`src/rtl/cpu_types_pkg.sv`:
```
// Shared CPU types: ALU operation encoding, datapath word and the ID/EX control word.
package cpu_types_pkg;

  localparam int unsigned WORD_W = 32;

  typedef logic [WORD_W-1:0] word_t;

  typedef enum logic [3:0] {
    ALU_SLL  = 4'd0,
    ALU_SRL  = 4'd1,
    ALU_ADD  = 4'd2,
    ALU_SUB  = 4'd3,
    ALU_AND  = 4'd4,
    ALU_OR   = 4'd5,
    ALU_XOR  = 4'd6,
    ALU_NOR  = 4'd7,
    ALU_SLT  = 4'd8,
    ALU_SLTU = 4'd9
  } aluop_t;

  typedef struct packed {
    logic       RegWEN;
    logic       ALUSrc;
    logic       dmemREN;
    logic       dmemWEN;
    logic       halt;
    logic       branch;
    logic [1:0] tmpPC;
    logic [1:0] RegDest;
    logic [1:0] MemtoReg;
    aluop_t     ALUOP;
  } id_ex_ctrl_t;

  // A bubble issues no writes, no memory access, no branch and falls through sequentially.
  localparam id_ex_ctrl_t ID_EX_BUBBLE = '{
    RegWEN:   1'b0,
    ALUSrc:   1'b0,
    dmemREN:  1'b0,
    dmemWEN:  1'b0,
    halt:     1'b0,
    branch:   1'b0,
    tmpPC:    2'b00,
    RegDest:  2'b00,
    MemtoReg: 2'b00,
    ALUOP:    ALU_SLL
  };

endpackage

```
`src/rtl/imm_ext.sv`:
```
// Combinational immediate extender: sign-extends when sign=1, zero-extends otherwise.
module imm_ext #(
  parameter int unsigned IMM_W  = 16,
  parameter int unsigned WORD_W = 32
) (
  input  logic [IMM_W-1:0]  imm,
  input  logic              sign,
  output logic [WORD_W-1:0] word
);

  always_comb begin
    word = {{(WORD_W-IMM_W){1'b0}}, imm};
    if (sign) begin
      word = {{(WORD_W-IMM_W){imm[IMM_W-1]}}, imm};
    end
  end

endmodule

```
`src/rtl/id_ex_latch.sv`:
```
// Decode-to-execute pipeline register with stall, flush-to-bubble and sticky halt.
// Optional trace ports instr/pc are present when ID_EX_TRACE_EN is defined.
module id_ex_latch
  import cpu_types_pkg::*;
#(
  parameter int unsigned WORD_W = 32,
  parameter int unsigned IMM_W  = 16
) (
  input  logic              CLK,
  input  logic              nRST,
  input  logic              en,
  input  logic              flush,
  input  logic              RegWEN_i,
  input  logic              ALUSrc_i,
  input  logic              ExtOp_i,
  input  logic              dmemREN_i,
  input  logic              dmemWEN_i,
  input  logic              halt_i,
  input  logic              branch_i,
  input  logic [1:0]        tmpPC_i,
  input  logic [1:0]        RegDest_i,
  input  logic [1:0]        MemtoReg_i,
  input  aluop_t            ALUOP_i,
  input  logic [WORD_W-1:0] rdat1_i,
  input  logic [WORD_W-1:0] rdat2_i,
  input  logic [IMM_W-1:0]  imm_i,
  input  logic [4:0]        rs_i,
  input  logic [4:0]        rt_i,
  input  logic [4:0]        rd_i,
  input  logic [4:0]        shamt_i,
  input  logic [WORD_W-1:0] npc_i,
  input  logic [25:0]       jaddr_i,
`ifdef ID_EX_TRACE_EN
  input  logic [WORD_W-1:0] instr_i,
  input  logic [WORD_W-1:0] pc_i,
  output logic [WORD_W-1:0] instr_o,
  output logic [WORD_W-1:0] pc_o,
`endif
  output logic              RegWEN_o,
  output logic              ALUSrc_o,
  output logic              dmemREN_o,
  output logic              dmemWEN_o,
  output logic              halt_o,
  output logic              branch_o,
  output logic [1:0]        tmpPC_o,
  output logic [1:0]        RegDest_o,
  output logic [1:0]        MemtoReg_o,
  output aluop_t            ALUOP_o,
  output logic [WORD_W-1:0] rdat1_o,
  output logic [WORD_W-1:0] rdat2_o,
  output logic [4:0]        rs_o,
  output logic [4:0]        rt_o,
  output logic [4:0]        rd_o,
  output logic [4:0]        shamt_o,
  output logic [WORD_W-1:0] npc_o,
  output logic [25:0]       jaddr_o,
  output logic [WORD_W-1:0] imm32_o,
  output logic              valid_o,
  output logic              halted_o
);

  logic [WORD_W-1:0] imm32;
  id_ex_ctrl_t       ctrl_in;
  id_ex_ctrl_t       ctrl_q;
  logic              capture;

  imm_ext #(
    .IMM_W  (IMM_W),
    .WORD_W (WORD_W)
  ) u_imm_ext (
    .imm  (imm_i),
    .sign (ExtOp_i),
    .word (imm32)
  );

  always_comb begin
    ctrl_in          = ID_EX_BUBBLE;
    ctrl_in.RegWEN   = RegWEN_i;
    ctrl_in.ALUSrc   = ALUSrc_i;
    ctrl_in.dmemREN  = dmemREN_i;
    ctrl_in.dmemWEN  = dmemWEN_i;
    ctrl_in.halt     = halt_i;
    ctrl_in.branch   = branch_i;
    ctrl_in.tmpPC    = tmpPC_i;
    ctrl_in.RegDest  = RegDest_i;
    ctrl_in.MemtoReg = MemtoReg_i;
    ctrl_in.ALUOP    = ALUOP_i;
  end

  // Once halted the slot is frozen; only flush or reset may change it.
  assign capture = en && !halted_o;

  always_ff @(posedge CLK or negedge nRST) begin
    if (!nRST) begin
      ctrl_q   <= ID_EX_BUBBLE;
      rdat1_o  <= '0;
      rdat2_o  <= '0;
      rs_o     <= '0;
      rt_o     <= '0;
      rd_o     <= '0;
      shamt_o  <= '0;
      npc_o    <= '0;
      jaddr_o  <= '0;
      imm32_o  <= '0;
`ifdef ID_EX_TRACE_EN
      instr_o  <= '0;
      pc_o     <= '0;
`endif
      valid_o  <= 1'b0;
      halted_o <= 1'b0;
    end else if (flush) begin
      // halted_o deliberately survives a flush
      ctrl_q   <= ID_EX_BUBBLE;
      rdat1_o  <= '0;
      rdat2_o  <= '0;
      rs_o     <= '0;
      rt_o     <= '0;
      rd_o     <= '0;
      shamt_o  <= '0;
      npc_o    <= '0;
      jaddr_o  <= '0;
      imm32_o  <= '0;
`ifdef ID_EX_TRACE_EN
      instr_o  <= '0;
      pc_o     <= '0;
`endif
      valid_o  <= 1'b0;
    end else if (capture) begin
      ctrl_q   <= ctrl_in;
      rdat1_o  <= rdat1_i;
      rdat2_o  <= rdat2_i;
      rs_o     <= rs_i;
      rt_o     <= rt_i;
      rd_o     <= rd_i;
      shamt_o  <= shamt_i;
      npc_o    <= npc_i;
      jaddr_o  <= jaddr_i;
      imm32_o  <= imm32;
`ifdef ID_EX_TRACE_EN
      instr_o  <= instr_i;
      pc_o     <= pc_i;
`endif
      valid_o  <= 1'b1;
      if (halt_i) begin
        halted_o <= 1'b1;
      end
    end
  end

  assign RegWEN_o   = ctrl_q.RegWEN;
  assign ALUSrc_o   = ctrl_q.ALUSrc;
  assign dmemREN_o  = ctrl_q.dmemREN;
  assign dmemWEN_o  = ctrl_q.dmemWEN;
  assign halt_o     = ctrl_q.halt;
  assign branch_o   = ctrl_q.branch;
  assign tmpPC_o    = ctrl_q.tmpPC;
  assign RegDest_o  = ctrl_q.RegDest;
  assign MemtoReg_o = ctrl_q.MemtoReg;
  assign ALUOP_o    = ctrl_q.ALUOP;

endmodule

```
`config.mk`:
```
export PLATFORM = sky130hd
export DESIGN_NAME = id_ex_latch
export DESIGN_NICKNAME = d
export VERILOG_FILES = /design/src/rtl/cpu_types_pkg.sv /design/src/rtl/imm_ext.sv /design/src/rtl/id_ex_latch.sv
export SDC_FILE = /design/constraint.sdc
export NUM_CORES = 1
export LEC_CHECK = 0
export ABC_AREA = 1
export ABC_CLOCK_PERIOD_IN_PS = 2100
export CAP_MARGIN = 20
export CELL_PAD_IN_SITES_DETAIL_PLACEMENT = 2
export CELL_PAD_IN_SITES_GLOBAL_PLACEMENT = 2
export CORE_ASPECT_RATIO = 0.7
export CORE_UTILIZATION = 24
export DETAILED_ROUTE_END_ITERATION = 10
export GPL_ROUTABILITY_DRIVEN = 1
export MAX_ROUTING_LAYER = met4
export PLACE_DENSITY = 0.95
export SLEW_MARGIN = 20
export SYNTH_ARGS = -nofsm -noshare
export SYNTH_HDL_FRONTEND = slang
export SYNTH_SLANG_ARGS = --single-unit
```
`constraint.sdc`:
```
create_clock -name CLK -period 2.1 [get_ports CLK]
set_input_delay 0.525 -clock CLK [delete_from_list [all_inputs] [get_ports CLK]]
set_output_delay 0.525 -clock CLK [all_outputs]
set_load 0.03 [all_outputs]
```
==> key figures, run 1 <==
Setup path
  – Delay of the slowest critical-path stage: 0.70 ns
  – Ordered cell list for the critical path: clkdlybuf4s50_1
  – Worst Path Buf+Inv: 1
  – CP Class: reg -> out
  – Worst Setup SP: rdat1_o[14]
  – Crit path DAT: 1.52 ns
  – Setup crit start kind: flop
  – Max stage delay cell, worst path: clkdlybuf4s50_1
  – Reg-to-Reg Start: halted_o
  – Data required time of the worst path: about 1.6 ns
  – Crit-path leading delay family: buffers and inverters
  – CP endpoint kind: primary output
  – Crit Path Max Fanout: 2

Global routing
  – Largest net degree at the start of global routing: 70
  – Grt total ovfl: 0
  – First-pass GRT wire length: 49.4 mm
  – Number of global-route vias before repair: around 8500
  – Initial antenna violation count: 1
  – GRT Util Overall: 0.215

Clock tree
  – Clock Path Buffers: 2
  – Root buffer cell: clkbuf_16
  – Clk sink count: ~180
  – Hold buffers post-CTS: 0
  – Reg clk slew, reported paths: 0.07 ns
  – Number of H-tree levels: 4
  – Post-CTS Setup Bufs: 0
  – CTS tree: built
  – Num CTS Buffers: 17
  – Clock Latency Late Sink: approximately 0.44 ns

Place
  – Dpl cells: approximately 1500
  – RePlAce Congestion: about 0.8
  – Placed instance area: roughly 12000 sq um
  – DP Wirelength: about 23 mm
  – PortBufs: 370

Timing
  – Setup TNS: 0 ns
  – Max Freq: 490 MHz
  – Max Slew Vio Count: 0
  – Final count of hold timing violations: 0
  – Fin crit period: between 2 and 2.5 ns
  – Setup Viol. Count Final: 0
  – Final Skew: approximately 0.011 ns
  – Slew @ Worst Pin: between 0.5 and 0.6 ns
  – Final worst-path cycle share: 0.972
  – Max_slew headroom: 0.624

Die
  – Die width: between 200 and 250 microns
  – Initial Util: 0.245
  – IO Pins: 371
  – Die height: ~150 microns
  – # rows: 53
  – Die Area: 31500 sq um
  – Core ar.: a little over 30000 sq um

Detailed routing
  – Vias: roughly 7400
  – Drt initial violations: 296
  – TritonRoute pass-1 iters: 4
  – Vias per Instance: roughly 4.7
  – Post-route ant nets: 0
  – DRT Wirelength: 32.7 mm
  – Routed WL per cell: between 20 and 25 microns
  – Drc violations: 0

Synthesis
  – Combinational family with the most area after synthesis: simple AND/OR/NAND/NOR gates
  – Netlist cell types: 12
  – Post-Syn Area per Cell: 9.15 sq um
  – Post-Synth XOR/XNOR Area: 0
  – YS warnings: 0
  – Mapped Cells: 808
  – Syn_nets: 987
  – Simple-gate area share of the yosys netlist: 0.331
  – Adder-cell share of the synthesized area: 0
  – Mapped Area: approximately 7400 sq um
  – Post-synthesis mux area share: 0
  – Sequential share of the synthesized area: 0.599
  – Complex-gate fraction of the synthesized area: 0
  – FF+latch count, synth: between 150 and 200

Cells and area
  – Layout area overhead: 64.8%
  – Proportion of layout cells with a drive suffix above 1: 0.0606
  – Layout Utilization: 0.404
  – Final instance area: around 12000 sq um
  – Leading cell types in the layout, fill and taps excluded: nand3_1, clkdlybuf4s50_1, nand2_1, dfrtp_1
  – Most common cell after layout, fill and taps aside: nand3_1
  – Layout Cells excl Fill: 1568
  – Nets: between 1000 and 1500

Hold path
  – Worst min-delay path class: in -> async

Power and ir drop
  – PD cells: 590 nW/um^2
  – Leakage: ~6.4 nW
  – Worst vdd ir: roughly 0.38 mV

Outcome
  – Status: complete, no violations

Job
  – Max-cap viol count: 0
cells in the mapped netlist, drive strengths merged:
cell type  count  area share
buf           86       0.064
clkbuf         5      0.0025
dfrtp        177        0.60
inv            5      0.0025
nand2        182       0.093
nand3        347        0.24
nor2           6      0.0034
report_power, final:
group	leakage [nW]	switching, mW	total (mW)	internal [mW]
combinational	3.64	0.300	0.660	0.360
clock	0.267	1.44	3.12	1.67
sequential	2.47	0.000677	3.41	3.41
per-stage QoR:
step | power, mW | setup WS, ns | hold slack [ns]
floorplan | 3.64 | 0.599 | 0.229
global placement | 4.13 | 0.219 | 0.491
detailed placement | 4.15 | 0.146 | 0.495
CTS | 7.31 | 0.000800 | 0.0414
global route | 7.46 | -0.00518 | 0.0554
finish | 7.18 | 0.0585 | 0.0419
flip-flops by register name, indices dropped and copies added (netlist names), 4 cells and up:
register / cells
npc_o: 32
rdat1_o: 32
rdat2_o: 32
jaddr_o: 26
imm32_o: 17
rd_o: 5
rs_o: 5
rt_o: 5
shamt_o: 5
ALUOP_o: 4
kinds of logic after synthesis:
group                  Yosys count
and+or+nand+nor                535
buffers and inverters           96
DFF                            177
path summary, 6_finish.rpt:
path / endpoint / slack (ns) / cells past startpoint
setup / recovery: rdat1_o[14] / 0.06 / 1
hold / removal: RegWEN_o / 0.04 / 1
setup reg to reg: npc_o[17] / 0.69 / 5
hold reg to reg: halt_o / 0.50 / 2
max in group asynchronous: npc_o[31] / 1.38 / 2
min in group CLK: halt_o / 0.50 / 2
cell type report:
class	instances	area, sq um
diodes	1	2.50
inverters	5	26.3
multi-input cells	535	2470
fillers	3255	18000
repair buffers	406	4180
well taps	412	515
clock inverters	12	108
flip-flops and latches	177	4430
clock buffers	20	447
what timing repair did:
item | in CTS | in global routing
gates resized for setup | 25 | 25
hold endpoints to repair | 0 | 0
gates cloned | 0 | 0
endpoints found under the setup margin | 25 | 25
per-layer routing:
| layer | part of all wire | track usage | wire, microns |
|---|---|---|---|
| met5 | 0 | - | 0 |
| met1 | 0.39 | 0.234 | 12900 |
| met2 | 0.51 | 0.366 | 16600 |
| met4 | 0.010 | 0.0580 | 337 |
| met3 | 0.090 | 0.0823 | 2950 |
Note: power is estimated with default switching activity, not from simulation.
==> run 2: changes to the inputs <==
- CORE_UTILIZATION: 24 -> 26
- CTS_CLUSTER_DIAMETER: not set -> 100
- SYNTH_HIERARCHICAL: not set -> 1
==> run 2 against run 1 <==
Net effect:
- critical path type unchanged
- core utilization increased by 1.0 points
- worst setup slack got worse by 0.011 ns
- synthesized cell count increased by 12%
- register-to-register slack got worse by 0.11 ns
- synthesized area increased by 14%
- combinational power increased by 3%
- critical endpoint is now jaddr_o[24]
- clock power increased by 15%
==> key figures, run 2 <==
Clock tree
  – Post-CTS Setup Bufs: 0 (unchanged)
  – Hold buffers post-CTS: 0 (unchanged)
  – Reg clk slew, reported paths: 0.08 ns (about the same)
  – Clock Path Buffers: 2 (unchanged)
  – Num CTS Buffers: 17 (unchanged)
  – CTS tree: built
  – Clk sink count: 192 (+8.5%)
  – Clock Latency Late Sink: 0.45 ns (about the same)
  – Number of H-tree levels: 4 (unchanged)
  – Cts repair resizes: 6 (-76%)
  – Root buffer cell: clkbuf_16

Timing
  – Max Slew Vio Count: 0 (unchanged)
  – Setup Viol. Count Final: 0 (unchanged)
  – Slew @ Worst Pin: 0.658 ns (+0.0935 ns)
  – Final Skew: 0.0116 ns (+0.000226 ns)
  – Worst setup margin: 0.0473 ns (-0.0112 ns)
  – Final worst-path cycle share: 0.977 (+0.00534)
  – Max_slew headroom: 0.562 (-0.0623)
  – Final count of hold timing violations: 0 (unchanged)
  – Max Freq: 487 MHz (-0.55%)
  – Fin crit period: 2.05 ns (+0.0112 ns)
  – Min Hold Slack: 0.0165 ns (-0.0254 ns)

Detailed routing
  – Post-route ant nets: 0 (unchanged)
  – Vias: 8449 (+14%)
  – Routed WL per cell: 22.3 microns (+7.0%)
  – Drt initial violations: 528 (+78%)
  – TritonRoute pass-1 iters: 5 (+1)
  – Vias per Instance: 5.19 (+9.7%)
  – DRT Wirelength: 36.3 mm (+11%)
  – Drc violations: 0 (unchanged)

Cells and area
  – Layout area overhead: 54.4%
  – Nets: 1371 (+3.8%)
  – Final instance area: 13100 sq um (+7.2%)
  – Proportion of layout cells with a drive suffix above 1: 0.0548 (-0.00583)
  – Leading cell types in the layout, fill and taps excluded: clkdlybuf4s50_1, nand2_1, dfrtp_1, nand3_1, nand4_1
  – Layout Utilization: 0.414 (+0.0103)
  – Most common cell after layout, fill and taps aside: clkdlybuf4s50_1
  – Fillers: 3322 (+2.1%)

Place
  – RePlAce Congestion: 0.769 (-3.4%)
  – PortBufs: 370 (unchanged)
  – Post-Place Setup Slack: 0.129 ns (-0.0168 ns)
  – DP Wirelength: 24.5 mm (+4.3%)
  – Placed instance area: 12400 sq um (+6.6%)

Synthesis
  – Mapped Area: 8460 sq um (+14%)
  – Prevailing post-synth register cell: dfrtp_1
  – Syn_nets: 1087 (+10%)
  – Top cells by count, synth: nand2_1, dfrtp_1, nand3_1
  – Most common cell in the synthesized netlist: nand2_1
  – FF+latch count, synth: 192 (+8.5%)
  – YS warnings: 6 (+6)
  – Asr flop ratio synth: 1.00 (unchanged)
  – Post-Syn Area per Cell: 9.32 sq um (+1.9%)
  – Netlist cell types: 12 (unchanged)
  – Synth area leader: dfrtp_1
  – Synth area leaders: dfrtp_1, nand4_1, nand3_1
  – Sequential share of the synthesized area: 0.568 (-0.0314)
  – Mapped Cells: 908 (+12%)
  – Area share of the largest cell type after synthesis: 0.568 (-0.0314)
  – Post-synth EDFFs: 0 (unchanged)

Die
  – Die height: 153 microns (+2.8%)
  – Die width: 218 microns (+2.8%)
  – Die Area: 33300 sq um (+5.6%)
  – # rows: 54 (+1.9%)
  – IO Pins: 371 (unchanged)
  – Core ar.: 31600 sq um (+4.6%)
  – Initial Util: 0.268 (+0.0232)

Setup path
  – Delay of the slowest critical-path stage: 0.69 ns (about the same)
  – CP Class: reg -> out
  – Crit Path Max Fanout: 2 (unchanged)
  – Crit path DAT: 1.53 ns (about the same)
  – Max stage delay cell, worst path: clkdlybuf4s50_1
  – Ordered cell list for the critical path: clkdlybuf4s50_1
  – Setup crit start kind: flop
  – CP endpoint kind: primary output
  – Data required time of the worst path: 1.57 ns (about the same)
  – Worst Path Buf+Inv: 1 (unchanged)
  – Crit-path leading delay family: buffers and inverters

Power and ir drop
  – Worst vdd ir: 0.419 mV (+9.4%)
  – Leakage: 6.71 nW (+5.1%)
  – PD cells: 609 nW/um^2 (+3.2%)

Global routing
  – First-pass GRT wire length: 56.0 mm (+13%)
  – Number of global-route vias before repair: 9357 (+10%)
  – Grt total ovfl: 0 (unchanged)
  – Met1 GRT Util: 0.265 (+0.0310)
  – Initial antenna violation count: 2 (+1)
  – GRT Util Overall: 0.224 (+0.00880)
  – Largest net degree at the start of global routing: 121 (+73%)
  – Met3 Use GR: 0.0474 (-0.0350)
  – Global-route met2 utilization: 0.370 (+0.00361)
  – Top Usage Layer GRT: met2

Hold path
  – Worst min-delay path class: in -> async

Job
  – Max-cap viol count: 0 (unchanged)

Outcome
  – Status: complete, no violations
run 2: area by class of cell:
class                           instances  area, sq um  share of cell area
Antenna cell                            2         5.00            0.000383
Clock buffer                           19          453              0.0347
Clock inverter                         13          176              0.0135
Inverter                                5         31.3             0.00240
Multi-Input combinational cell        577         2890               0.222
Sequential cell                       192         4800               0.368
Tap cell                              420          526              0.0402
Timing Repair Buffer                  399         4170               0.319
run 2: layer usage:
metal / vias to the layer above / part of all wire
met2: 229 / 0.51
li1: 3758 / -
met4: 0 / 0.030
met3: 63 / 0.041
met1: 4399 / 0.42
met5: - / 0
run 2: cell families after synthesis:
kind of cell  count (synthesis)  synth area share
flops                       192             0.568
simple gates                577             0.340
buf+inv                     139            0.0917
run 2: where the power goes:
group          leakage [nW]  internal (mW)         switching [mW]  total [mW]
combinational          3.73          0.347                  0.332       0.679
sequential             2.68           3.69  0.0000000000000000191        3.69
clock                 0.299           1.97                   1.61        3.58
run 2: worst register-to-register path: cells and delay by family (launching register included):
| family | cells | cell delay [ns] |
|---|---|---|
| buffers and inverters | 2 | 0.57 |
| flip-flops | 1 | 0.45 |
| AND/OR/NAND/NOR | 2 | 0.44 |
run 2: through the flow:
stage / power, mW / TNS, ns / std cells
2_1_floorplan: 3.97 / 0 / 908
3_3_place_gp: 4.43 / 0 / 1593
3_5_place_dp: 4.45 / 0 / 1593
4_1_cts: 8.07 / 0 / 1625
5_1_grt: 8.25 / -0.00939 / 1627
6_report: 7.95 / 0 / 1627
run 2: path summary, 6_finish.rpt:
kind	startpoint	endpoint	slack [ns]	cells past startpoint
min in group CLK	en	rdat1_o[24]	0.42	3
setup reg to reg	halted_o	jaddr_o[11]	0.58	4
hold / removal	nRST	npc_o[23]	0.02	1
setup / recovery	jaddr_o[24]	jaddr_o[24]	0.05	1
max in group asynchronous	nRST	npc_o[8]	1.44	2
hold reg to reg	rdat2_o[26]	rdat2_o[26]	0.52	2
==> run 3: changes to the inputs <==
- CORE_UTILIZATION: 26 -> 24
- SYNTH_HIERARCHICAL: 1 -> not set
==> results of run 3 <==
No change in the layout: final DEF, timing and power equal those of run 1.
